--- config.mk ---
export PLATFORM = sky130hd
export DESIGN_NAME = addn_seq
export DESIGN_NICKNAME = d
export VERILOG_FILES = /design/src/rtl/addn_pkg.sv /design/src/rtl/addn_lane_sum.sv /design/src/rtl/addn_seq.sv
export SDC_FILE = /design/constraint.sdc
export NUM_CORES = 2
export LEC_CHECK = 0
export CAP_MARGIN = 40
export CORE_AREA = 2 2 260 262
export DETAILED_ROUTE_END_ITERATION = 8
export DIE_AREA = 0 0 262 264
export GPL_ROUTABILITY_DRIVEN = 0
export GPL_TIMING_DRIVEN = 1
export PLACE_DENSITY = 0.81
export SLEW_MARGIN = 20
export SYNTH_ARGS = -nofsm -noshare
export SYNTH_HDL_FRONTEND = slang
export SYNTH_HIERARCHICAL = 1
export SYNTH_SLANG_ARGS = --single-unit
--- constraint.sdc ---
create_clock -name clk -period 9.2 [get_ports clk]
set_input_delay 2.3 -clock clk [delete_from_list [all_inputs] [get_ports clk]]
set_output_delay 2.3 -clock clk [all_outputs]
set_load 0.01 [all_outputs]
--- src/rtl/addn_pkg.sv ---
`default_nettype none
// ============================================================================
// Package : addn_pkg
// Brief   : Shared types and elaboration-time helpers for the sequential
//           N-operand adder (state encoding, log2, beat count, guard bits).
// Revision: 1.0 - initial release
// ============================================================================
package addn_pkg;

  // Controller states; explicit 2-bit encoding.
  typedef enum logic [1:0] {
    IDLE  = 2'd0,
    ACCUM = 2'd1,
    DONE  = 2'd2
  } state_t;

  // Default configuration of the block.
  localparam int DEF_WIDTH = 64;
  localparam int DEF_N     = 7;
  localparam int DEF_LANES = 2;

  // Ceiling log2; clog2_f(1) == 0.
  function automatic int clog2_f(input int value);
    int r;
    r = 0;
    while ((1 << r) < value) r = r + 1;
    return r;
  endfunction

  // Number of accumulation beats for one job: ceil(n / lanes).
  function automatic int k_f(input int n, input int lanes);
    return (n + lanes - 1) / lanes;
  endfunction

  // Extra sum bits so acc plus LANES operands never wraps inside one beat.
  function automatic int guard_f(input int lanes);
    return clog2_f(lanes + 1);
  endfunction

  // Operand-index counter width; it reaches at most n + lanes - 1.
  function automatic int idx_w_f(input int n, input int lanes);
    int w;
    w = clog2_f(n + lanes);
    return (w < 1) ? 1 : w;
  endfunction

endpackage : addn_pkg
`default_nettype wire

--- src/rtl/addn_lane_sum.sv ---
`default_nettype none
// ============================================================================
// Module  : addn_lane_sum
// Brief   : Combinational partial sum of one beat: the running accumulator
//           plus LANES operands starting at a base index. Lanes that fall at
//           or beyond operand N contribute zero. Output carries guard bits so
//           the caller can see any carry out of WIDTH.
// Revision: 1.0 - initial release
// ============================================================================
module addn_lane_sum
  import addn_pkg::*;
#(
  parameter int WIDTH = DEF_WIDTH,
  parameter int N     = DEF_N,
  parameter int LANES = DEF_LANES,
  parameter int GW    = guard_f(DEF_LANES),
  parameter int IW    = idx_w_f(DEF_N, DEF_LANES)
) (
  input  logic [N*WIDTH-1:0]    ops,
  input  logic [IW-1:0]         base,
  input  logic [WIDTH-1:0]      acc,
  output logic [WIDTH+GW-1:0]   sum
);

  // Add the accumulator and every in-range lane operand, zero-extended.
  always_comb begin
    sum = {{GW{1'b0}}, acc};
    for (int l = 0; l < LANES; l++) begin
      if ((int'(base) + l) < N) begin
        sum = sum + {{GW{1'b0}}, ops[(int'(base) + l)*WIDTH +: WIDTH]};
      end
    end
  end

endmodule : addn_lane_sum
`default_nettype wire

--- src/rtl/addn_seq.sv ---
`default_nettype none
// ============================================================================
// Module  : addn_seq
// Brief   : Sequential N-operand adder. A start pulse latches all operands;
//           the sum is accumulated LANES operands per cycle over
//           ceil(N/LANES) cycles, then a one-cycle done pulse is raised with
//           the WIDTH-bit result and a sticky unsigned-overflow flag.
// Revision: 1.0 - initial release
// ============================================================================
module addn_seq
  import addn_pkg::*;
#(
  parameter int WIDTH = DEF_WIDTH,
  parameter int N     = DEF_N,
  parameter int LANES = DEF_LANES
) (
  input  logic                 clk,
  input  logic                 rst_n,
  input  logic                 r_enable,
  input  logic [N*WIDTH-1:0]   operands,
  output logic                 busy,
  output logic                 w_enable,
  output logic [WIDTH-1:0]     result,
  output logic                 overflow
);

  localparam int GW = guard_f(LANES);
  localparam int IW = idx_w_f(N, LANES);
  localparam int SW = WIDTH + GW;

  state_t               state;
  logic [N*WIDTH-1:0]   ops_q;
  logic [WIDTH-1:0]     acc;
  logic [IW-1:0]        idx;
  logic                 ovf_acc;
  logic [SW-1:0]        lane_sum;
  logic                 sum_carry;
  logic                 last_beat;

  addn_lane_sum #(
    .WIDTH (WIDTH),
    .N     (N),
    .LANES (LANES),
    .GW    (GW),
    .IW    (IW)
  ) u_lane_sum (
    .ops  (ops_q),
    .base (idx),
    .acc  (acc),
    .sum  (lane_sum)
  );

  // Any bit above WIDTH means this beat wrapped the accumulator.
  assign sum_carry = |lane_sum[SW-1:WIDTH];

  // The current beat covers the highest operand index, so the job ends here.
  assign last_beat = (int'(idx) + LANES) >= N;

  // Controller: start/accumulate/done sequencing with registered outputs.
  always_ff @(posedge clk) begin
    if (!rst_n) begin
      state    <= IDLE;
      busy     <= 1'b0;
      w_enable <= 1'b0;
      result   <= '0;
      overflow <= 1'b0;
      acc      <= '0;
      idx      <= '0;
      ovf_acc  <= 1'b0;
      ops_q    <= '0;
    end else begin
      case (state)
        IDLE, DONE: begin
          w_enable <= 1'b0;
          if (r_enable) begin
            // Operands are captured here so the source may change afterwards.
            ops_q   <= operands;
            acc     <= '0;
            idx     <= '0;
            ovf_acc <= 1'b0;
            state   <= ACCUM;
            busy    <= 1'b1;
          end else begin
            state <= IDLE;
            busy  <= 1'b0;
          end
        end
        ACCUM: begin
          // Start requests are ignored while a job is in flight.
          acc     <= lane_sum[WIDTH-1:0];
          ovf_acc <= ovf_acc | sum_carry;
          idx     <= idx + IW'(LANES);
          if (last_beat) begin
            // Result/overflow only change on completion; they hold otherwise.
            result   <= lane_sum[WIDTH-1:0];
            overflow <= ovf_acc | sum_carry;
            state    <= DONE;
            busy     <= 1'b0;
            w_enable <= 1'b1;
          end
        end
        default: begin
          state    <= IDLE;
          busy     <= 1'b0;
          w_enable <= 1'b0;
        end
      endcase
    end
  end

endmodule : addn_seq
`default_nettype wire

==> metrics.txt <==
CTS tree=yes; post-route fraction of the period consumed by the critical path=85.3%; Area after DPL=approximately 0.042 mm²; number of max-cap violations=0; status=finished, violations left; worst-skew pair later-pin latency=0.65 ns; PD cells=about 180 mW/mm²; final sum of negative setup slack=0 ns; met1 layer usage reported by global route=52.0%; worst hold path class=reg -> reg; pin count of the biggest net entering global routing=226; highest achievable clock rate=0.127 GHz; vias in the first global route=33200; number of antenna violations at the first check in global routing=12; Async SR Flop Fraction=0%; transition time at the pin with the least slew margin=between 6 and 7 ns; Final Hold Fails=0; clock sink count=585; number of nets still failing antenna checks after routing=0; PortBufs=517; Global Route met2 Usage=51.7%; number of instances in the synthesized netlist=4496; data arrival time of the worst path=8.34 ns; highest-utilization routing layer at the global route stage=met1; worst IR drop on VDD=0.131 mV; violations in the final reports=slew limit; proportion of synthesized chip area in sequential cells=31.7%; top cell type's share of synthesized area=31.7%; Syn. warnings=6; post-synth top area cell=sky130_fd_sc_hd__dfxtp_1; Max Transition Viols Final=65; area of the die=0.0692 mm²; critical path class=reg -> reg; combined global-route utilization of all metal layers=35.9%; number of instances on the worst hold path=2; first-pass GRT wire length=194 mm; first drt pass iteration count=6; total CTS buffers=60; combined area of all synthesized cells=0.0369 mm²; wire length after detailed routing=129 mm; Hold Startpoint=result[20]; count of cells along the worst register-to-register path=26; starting DRC count in detailed routing=about 4600; final standard cell area without fillers=0.0443 mm²; EDFF count, synth=0; count of H-tree levels built during CTS=2; post-route DRC violation count=0; most area-consuming cells after synthesis=sky130_fd_sc_hd__dfxtp_1 (32%), sky130_fd_sc_hd__nand2_1 (13%), sky130_fd_sc_hd__a21boi_0 (9.3%); Avg WL per Cell=22.7 µm; reg-to-reg startpoint=idx[1]; Setup-failing EPs final=0; post-CTS setup buffer count=0; most frequently used flop master after synthesis=sky130_fd_sc_hd__dfxtp_1; slew margin rel.=-321%; Max Fanout on Critical Path=120; layout cell share with drive strength beyond 1=9.32%; die width=~260 µm; synthesis-to-layout area growth=19.8%; via count=36100; cell at the root of the clock tree=sky130_fd_sc_hd__clkbuf_16; drt via density=6.36; Crit-path slowest cell=sky130_fd_sc_hd__dfxtp_4; Std-Cell Rows=95; filler instances=5431; kind of end point of the critical path=flop; number of unique standard cell types used by synthesis=84; number of nets in the layout=roughly 5300; Crit path buffers/inverters=1; cts-stage hold buffer count=0; core footprint=0.0666 mm²; worst setup slack for register-to-register paths=1.35 ns; Min Hold Slack=0.454 ns; static leakage=0.0166 µW; non-filler cells, final=approximately 5700; Starting Density=55.5%; slowest cell delay on critical path=approximately 0.84 ns; GRT met3 Usage=approximately 8.6%; Worst Setup Start Kind=flop; grt ovf=0; ports placed on the boundary=518; Storage cell area=0.0117 mm²; total of cells resized after clock tree synthesis=0; Cell Count Post-Placement=5559; Worst Clk Skew=0.0234 ns; vertical die dimension=264 µm; cell class contributing the biggest share of worst-path delay=compound AO/OA/AOI/OAI gates; maximum count of clock buffers along a single path=3; post-layout min period=7.85 ns; DP HPWL=roughly 94 mm; required time of the critical path=9.69 ns; share of the core filled with cells in the final layout=66.5%; sink of the worst hold path=result[20]; total of flip-flops plus latches after synthesis=585; CTS clock-pin slew for the worst setup and hold paths=0.06 ns; setup repair after global routing missed its margin=false; area taken by multi-input logic gates=around 0.024 mm²; average size of a mapped cell=roughly 8 µm²; Reg2Reg Capture Point=overflow
==> metal layers <==
| layer | share of wire, % | wire length (µm) |
|---|---|---|
| met5 | 0.090 | 116 |
| met3 | 12 | 15700 |
| met2 | 42 | 54200 |
| met1 | 42 | 53600 |
| met4 | 3.8 | 4870 |
==> final cells by class <==
class / instances / share of cell area [%]
Clock buffer: 82 / 3.90
Antenna cell: 4 / 0.0226
Inverter: 36 / 0.311
Clock inverter: 24 / 1.03
Tap cell: 873 / 2.47
Multi-Input combinational cell: 3518 / 53.2
Sequential cell: 585 / 26.5
Timing Repair Buffer: 549 / 12.5
==> how the worst max path moves through the flow <==
stage / from / endpoint / slack [ns] / depth (start not counted)
final: idx[1] / overflow / 1.35 / 26
after global routing: idx[1] / result[54] / 0.94 / 26
after CTS: idx[1] / overflow / 1.56 / 26
after detailed placement: idx[1] / overflow / 1.60 / 26
after global placement: idx[2] / overflow / 1.77 / 26
after floorplan: idx[1] / overflow / 2.37 / 30
==> tightest hold or removal path, delay by kind of cell (launching register included) <==
| family | cells | cell delay (ns) |
|---|---|---|
| flip-flops | 1 | 0.31 |
| AND/OR/NAND/NOR | 1 | 0.05 |
| multiplexers | 1 | 0.05 |
==> cells in the mapped netlist, drive strengths merged, types with 51 or more instances <==
| cell type | instances |
|---|---|
| a21oi | 153 |
| o21ai | 166 |
| xor2 | 53 |
| mux2i | 71 |
| a22oi | 65 |
| clkbuf | 212 |
| nand3 | 51 |
| a221oi | 66 |
| a21o | 63 |
| nand2 | 1232 |
| xnor2 | 64 |
| dfxtp | 585 |
| mux4 | 128 |
| nor3 | 89 |
| ha | 132 |
| nor2 | 225 |
| a22o | 65 |
| buf | 146 |
| a21boi | 456 |
| mux2 | 148 |
==> cells in the final DEF (no fill, tap or decap), drive strengths merged, types with 12 or more instances in the layout <==
cell type | synthesis | final
xor2 | 53 | 53
mux2i | 71 | 71
mux2 | 148 | 148
o21a | 19 | 19
a31oi | 20 | 20
and3 | 19 | 19
clkbuf | 212 | 82
dfxtp | 585 | 585
a22oi | 65 | 65
xnor2 | 64 | 64
ha | 132 | 132
nand3 | 51 | 51
a22o | 65 | 65
o21ai | 166 | 166
nor3 | 89 | 89
o21bai | 24 | 24
a21oi | 153 | 153
a21o | 63 | 63
clkdlybuf4s50 | 0 | 516
mux4 | 128 | 128
o211ai | 12 | 12
o31ai | 16 | 16
inv | 36 | 38
nand4 | 24 | 24
nand2 | 1232 | 1232
nor2b | 12 | 12
a21boi | 456 | 456
nor2 | 225 | 225
a221oi | 66 | 66
a211oi | 21 | 21
buf | 146 | 33
==> cell families after synthesis <==
kind of cell               count (synthesis)  synth area share, %
and+or+nand+nor                         1716                 18.9
muxes                                    347                 14.2
adders and majority gates                134                 4.58
other                                      1               0.0102
DFF                                      585                 31.7
buffers and inverters                    394                 4.68
xor gates and xnor gates                 117                 2.77
AOI/OAI and AO/OA                       1202                 23.1
==> per-stage QoR <==
stage	setup slack [ns]	total power (µW)
finish	1.35	7870
global route	0.938	8150
global placement	1.77	5060
CTS	1.56	7770
floorplan	2.37	4370
detailed placement	1.60	5100
==> where the power goes <==
part           switching, µW  internal [µW]  total (µW)
clock                   1080           1620        2700
sequential               172           2700        2870
combinational           1370            932        2300
total                   2620           5260        7870
==> flip-flops by register name (all words and copies together) (netlist names) <==
register	count
ops_q	448
overflow	1
acc	64
ovf_acc	1
result	64
w_enable	1
idx	3
state	2
busy	1
No activity file was read; power rests on OpenSTA's default activity.
